--- src/rtl/mul_div_unit.sv ---
// Iterative 32-step multiply/divide unit feeding the architectural HI/LO registers.
// Optional divide datapath (DIV/DIVU, divz) is compiled only when MDU_DIV_EN is defined.
module mul_div_unit #(
   parameter int WIDTH = 32,
   parameter int CNT_W = 6
) (
   input  logic             clk,
   input  logic             rst,
   input  logic             start,
   input  logic [1:0]       op,
   input  logic [WIDTH-1:0] rs_data,
   input  logic [WIDTH-1:0] rt_data,
   input  logic             hi_we,
   input  logic             lo_we,
   input  logic [WIDTH-1:0] wdata,
   output logic [WIDTH-1:0] hi,
   output logic [WIDTH-1:0] lo,
   output logic             busy,
   output logic             done,
   output logic             divz
);

   typedef enum logic [1:0] {S_IDLE, S_RUN, S_FIN} state_t;

   state_t                 r_state, w_next;
   logic [CNT_W-1:0]       r_cnt;
   logic [WIDTH-1:0]       r_a;
   logic [2*WIDTH-1:0]     r_acc;
   logic                   r_neg_res;
   logic [WIDTH-1:0]       r_hi, r_lo;
   logic                   r_busy, r_done;

   logic                   w_accept;
   logic                   w_rs_neg, w_rt_neg;
   logic [WIDTH-1:0]       w_rs_abs, w_rt_abs;
   logic [WIDTH:0]         w_add;
   logic [2*WIDTH-1:0]     w_mul_step, w_step, w_prod;
   logic [WIDTH-1:0]       w_res_hi, w_res_lo;

`ifdef MDU_DIV_EN
   logic                   r_is_div, r_neg_rem, r_divz;
   logic [WIDTH-1:0]       r_b, r_rs_orig;
   logic [WIDTH:0]         w_rem_sh;
   logic [WIDTH-1:0]       w_diff;
   logic [2*WIDTH-1:0]     w_div_step;
   logic                   w_res_divz;

   assign w_accept = start && (r_state == S_IDLE);
   assign divz     = r_divz;
`else
   // Without the divide datapath, divide requests are simply never accepted.
   assign w_accept = start && (r_state == S_IDLE) && !op[1];
   assign divz     = 1'b0;
`endif

   assign hi   = r_hi;
   assign lo   = r_lo;
   assign busy = r_busy;
   assign done = r_done;

   // Signed ops run on magnitudes; op[0]=0 selects the signed variants.
   assign w_rs_neg = !op[0] && rs_data[WIDTH-1];
   assign w_rt_neg = !op[0] && rt_data[WIDTH-1];
   assign w_rs_abs = w_rs_neg ? -rs_data : rs_data;
   assign w_rt_abs = w_rt_neg ? -rt_data : rt_data;

   assign w_add      = {1'b0, r_acc[2*WIDTH-1:WIDTH]} + {1'b0, r_a};
   assign w_mul_step = r_acc[0] ? {w_add, r_acc[WIDTH-1:1]} : {1'b0, r_acc[2*WIDTH-1:1]};

`ifdef MDU_DIV_EN
   assign w_rem_sh = {r_acc[2*WIDTH-1:WIDTH], r_acc[WIDTH-1]};
   assign w_diff   = w_rem_sh[WIDTH-1:0] - r_b;

   always_comb begin
      // NOTE: every always_comb output gets a default first so no latch is inferred.
      w_div_step = {w_rem_sh[WIDTH-1:0], r_acc[WIDTH-2:0], 1'b0};
      if (w_rem_sh >= {1'b0, r_b})
         w_div_step = {w_diff, r_acc[WIDTH-2:0], 1'b1};
   end

   assign w_step = r_is_div ? w_div_step : w_mul_step;
`else
   assign w_step = w_mul_step;
`endif

   always_comb begin
      w_prod   = r_neg_res ? -r_acc : r_acc;
      w_res_hi = w_prod[2*WIDTH-1:WIDTH];
      w_res_lo = w_prod[WIDTH-1:0];
`ifdef MDU_DIV_EN
      w_res_divz = 1'b0;
      if (r_is_div) begin
         if (r_b == '0) begin
            w_res_hi   = r_rs_orig;
            w_res_lo   = '1;
            w_res_divz = 1'b1;
         end else begin
            w_res_lo = r_neg_res ? -r_acc[WIDTH-1:0] : r_acc[WIDTH-1:0];
            w_res_hi = r_neg_rem ? -r_acc[2*WIDTH-1:WIDTH] : r_acc[2*WIDTH-1:WIDTH];
         end
      end
`endif
   end

   always_comb begin
      w_next = r_state;
      unique case (r_state)
         S_IDLE:  if (w_accept) w_next = S_RUN;
         S_RUN:   if (r_cnt == CNT_W'(WIDTH - 1)) w_next = S_FIN;
         S_FIN:   w_next = S_IDLE;
         default: w_next = S_IDLE;
      endcase
   end

   // NOTE: sequential state uses non-blocking assignments so all registers update together.
   always_ff @(posedge clk or negedge rst) begin
      if (!rst) begin
         r_state   <= S_IDLE;
         r_cnt     <= '0;
         r_a       <= '0;
         r_acc     <= '0;
         r_neg_res <= 1'b0;
         r_hi      <= '0;
         r_lo      <= '0;
         r_busy    <= 1'b0;
         r_done    <= 1'b0;
`ifdef MDU_DIV_EN
         r_is_div  <= 1'b0;
         r_neg_rem <= 1'b0;
         r_divz    <= 1'b0;
         r_b       <= '0;
         r_rs_orig <= '0;
`endif
      end else begin
         r_state <= w_next;
         r_done  <= 1'b0;
         unique case (r_state)
            S_IDLE: begin
               if (hi_we) r_hi <= wdata;
               if (lo_we) r_lo <= wdata;
               if (w_accept) begin
                  r_cnt     <= '0;
                  r_busy    <= 1'b1;
                  r_a       <= w_rs_abs;
                  r_neg_res <= w_rs_neg ^ w_rt_neg;
`ifdef MDU_DIV_EN
                  r_is_div  <= op[1];
                  r_neg_rem <= w_rs_neg;
                  r_b       <= w_rt_abs;
                  r_rs_orig <= rs_data;
                  r_divz    <= 1'b0;
                  r_acc     <= op[1] ? {{WIDTH{1'b0}}, w_rs_abs} : {{WIDTH{1'b0}}, w_rt_abs};
`else
                  r_acc     <= {{WIDTH{1'b0}}, w_rt_abs};
`endif
               end
            end
            S_RUN: begin
               r_cnt <= r_cnt + CNT_W'(1);
               r_acc <= w_step;
            end
            S_FIN: begin
               r_busy <= 1'b0;
               r_done <= 1'b1;
               r_hi   <= w_res_hi;
               r_lo   <= w_res_lo;
`ifdef MDU_DIV_EN
               r_divz <= w_res_divz;
`endif
            end
            default: ;
         endcase
      end
   end

endmodule

--- config.mk ---
export PLATFORM = sky130hd
export DESIGN_NAME = mul_div_unit
export DESIGN_NICKNAME = d
export VERILOG_FILES = /design/src/rtl/mul_div_unit.sv
export SDC_FILE = /design/constraint.sdc
export NUM_CORES = 1
export LEC_CHECK = 0
export ABC_AREA = 1
export BUFFER_PORTS_ARGS = -buffer_cell sky130_fd_sc_hd__buf_2
export CORE_MARGIN = 2
export CORE_UTILIZATION = 54
export DETAILED_ROUTE_END_ITERATION = 16
export MAX_ROUTING_LAYER = met4
export PLACE_DENSITY = 0.8
export SYNTH_ARGS = -nofsm -noshare
export SYNTH_HDL_FRONTEND = slang
export SYNTH_SLANG_ARGS = --single-unit
--- constraint.sdc ---
create_clock -name clk -period 1.92 [get_ports clk]
set_input_delay 0.096 -clock clk [delete_from_list [all_inputs] [get_ports clk]]
set_output_delay 0.096 -clock clk [all_outputs]
set_load 0.05 [all_outputs]
==> metrics <==
Seq pwr share=0.204; antenna violations before repair=1; WHS=-0.00310 ns; violated checks=design-rule violations, negative hold slack, negative setup slack; die footprint=0.0259 mm2; vias in the first global route=roughly 15k; synth warn=0; total detailed-routing wirelength=54900 um; ys flop type=dfrtp_1; Layout Cells excl Fill=2832; clock network power share=0.105; first-pass GRT wire length=around 81000 um; synthesized area=approximately 0.013 mm2; layout cells sized above 1=0.278; Detailed Routing Iterations Pass 1=14; EDFF count, synth=0; leak pwr=between 0.008 and 0.009 uW; Die Y=161 um; Reg clk slew, reported paths=approximately 0.08 ns; Finish-stage setup viols=20; Finished Core Util=0.753; DRC viols=1; combinational fraction of design power=0.691; post-DR vias/cell=5.93; max cap viols=0; final hold vios=1; Net Sw Power=19300 uW; Req. time, crit path=2.26 ns; WS Path Type=register to register; grt met2 use=0.588; post-DR wirelength/cell=19.4 um; Synth cell types=43; Cells after DPL=2736; 1st-iter DRT viols=approximately 2.2k; IO Pins=170; startpoint types=register; grt total ovfl=0; row cnt=between 50 and 60; Net Sw Frac=0.546; post-synthesis async set-or-reset flop share=1.00; Power, Total=35400 uW; Pwr per Cell Area=1940 mW/mm2; CTS max path bufs=2; met3 Resource Use GR=0.103; H-tree depth=4; worst vdd ir=1.31 mV; pin count of the biggest net entering global routing=between 50 and 60; Crit. End Element=register; status=finished, violations left; Layout Nets=approximately 2.6k; Chip Width=around 160 um; Worst-Margin Slew=0.555 ns; area share of the largest cell type after synthesis=0.321; clk root buf=clkbuf_16; post-route ant nets=0; met1 Usage GRT=0.554; GRT Overall Usage=0.409; Clock Latency Late Sink=~0.45 ns; min Tclk post-route=2.04 ns; gpl congestion=between 1 and 1.5; Inserted Clock Buffers=17; cell count after synthesis=~2.1k; Seq cells post-synth=171; layout-stage area growth over the synthesis result=37.1%; HP Class=input port to register; syn avg cell area=slightly above 6 um2; RSZ-0062 raised after global routing=yes; Yosys top cell by area=dfrtp_1; Setup TNS=-1.37 ns; TritonCTS clock tree=built; largest cells by area after synthesis=dfrtp_1, nand2_1, nor2_1; core area=approximately 0.024 mm2; Syn Nets=2276; skew final=roughly 0.013 ns; fmax=489 MHz; worst-path fanout max=4; CTS sink cnt=between 150 and 200; IO Port Bufs=roughly 170; Power Internal=between 15000 and 20000 uW; max_slew headroom=0.630; starting density of the core=0.549; via count=approximately 17k; GR peak layer=met2; DP Wirelength=40100 um; crit path DAT=2.39 ns; fin crit share=1.06; Final WS setup=-0.124 ns; max-slew violation count=0; post-synthesis sequential area ratio=0.321
cell usage in the layout (no fill, tap or decap), types with 4 or more instances in the layout:
master / n
o211ai_1: 11
nand3_1: 177
dfrtp_1: 154
o22ai_1: 19
inv_2: 12
xor2_1: 26
a21oi_2: 27
o21ai_2: 7
clkbuf_16: 17
nor2_2: 43
o221ai_1: 13
nor3_1: 12
nand4_1: 29
nor2_4: 18
buf_12: 8
nand2_2: 61
clkinv_8: 4
dfrtp_2: 17
nor2_1: 263
buf_4: 182
inv_8: 5
nand2_4: 17
xnor2_1: 7
nand3_2: 39
inv_1: 238
a31oi_1: 16
o21bai_1: 14
o21ai_1: 21
dlygate4sd3_1: 43
ha_1: 7
buf_2: 167
a21oi_1: 144
ha_4: 28
nand2_1: 505
or2_2: 6
buf_6: 10
clkinvlp_4: 4
o21ai_0: 93
o31ai_1: 4
registers in the layout, indices dropped and copies added (netlist names):
name and cells:
r_acc 64, hi 32, lo 32, r_a 32, r_cnt 6, r_state 2
busy 1, done 1, r_neg_res 1
logic make-up (layout without fill, tap and decap cells):
group,after synthesis,count (layout),synth area share
compound gates,380,380,0.158
flops,171,171,0.321
fa+ha+maj,37,37,0.0353
buf+inv,326,697,0.0934
xor+xnor,34,34,0.0224
other cells,1,2,0.000281
simple gates,1187,1187,0.370
layout make-up:
cell class	count	area, um2
clock inverter	15	194
clock buffer	17	425
fill	1871	5980
sequential	171	4300
multi-input combinational	1639	9060
antenna	1	2.50
tap	324	405
timing repair buffer	410	2910
inverter	255	971
Yosys cell counts (all sizes together), types with 20 or more instances:
cell    instances
xor2           26
nand3         217
nor2          324
o21ai         123
dfrtp         171
a21oi         172
ha             36
clkbuf         51
buf            20
nand4          29
inv           254
nand2         583
worst max-delay path: stages (launching register included):
cell     delay, ns
dfrtp_1       0.37
ha_2          0.20
inv_2         0.05
fa_2          0.34
inv_2         0.10
nand4_1       0.15
nand2_2       0.18
nand2_2       0.09
nand2_4       0.09
nand2_2       0.07
nand3_1       0.09
nand3_1       0.09
nand2_1       0.08
nand2_1       0.04
what timing repair did:
action,in CTS,in global routing
endpoints found under the setup margin,35,75
gates resized for setup,83,257
cloned,0,0
pin swaps,20,71
buffers inserted,6,14
hold buffers,43,0
hold endpoints to repair,100,0
metrics by stage:
stage / worst slack, ns / hold WS [ns] / area [um2]
after floorplan: 0.0118 / -0.200 / 13300
after global placement: -0.199 / 0.0930 / 15800
after detailed placement: -0.168 / 0.0983 / 15800
after CTS: -0.0214 / 0.00212 / 17200
after global routing: -0.254 / 0.00281 / 18300
final: -0.124 / -0.00310 / 18300
worst paths after layout:
kind                                start    endpoint  slack, ns  cells past startpoint
worst max register to register  r_acc[32]   r_acc[57]      -0.12                     13
min in group asynchronous             rst      hi[31]       0.17                      2
worst min-delay path            wdata[19]      lo[19]     -0.003                      3
worst max-delay path            r_acc[32]   r_acc[57]      -0.12                     13
max in group asynchronous             rst   r_acc[16]       0.95                      3
worst min register to register   r_cnt[5]  r_state[1]       0.45                      1
power groups by stage:
| stage | registers, uW | clock network (uW) | logic [uW] |
|---|---|---|---|
| 2_1_floorplan | 8850 | 0 | 10200 |
| 3_3_place_gp | 6720 | 0 | 19700 |
| 3_5_place_dp | 6780 | 0 | 20000 |
| 4_1_cts | 6880 | 3690 | 21100 |
| 5_1_grt | 7310 | 3850 | 26000 |
| 6_report | 7200 | 3710 | 24400 |
metal layers:
| metal | share of wire | routed length [um] | vias to the layer above |
|---|---|---|---|
| li1 | - | - | 7698 |
| met1 | 0.39 | 21600 | 7672 |
| met2 | 0.43 | 23600 | 1191 |
| met3 | 0.13 | 7150 | 219 |
| met4 | 0.045 | 2480 | 0 |
| met5 | 0 | 0 | - |
Note: power is estimated with default switching activity, not from simulation.
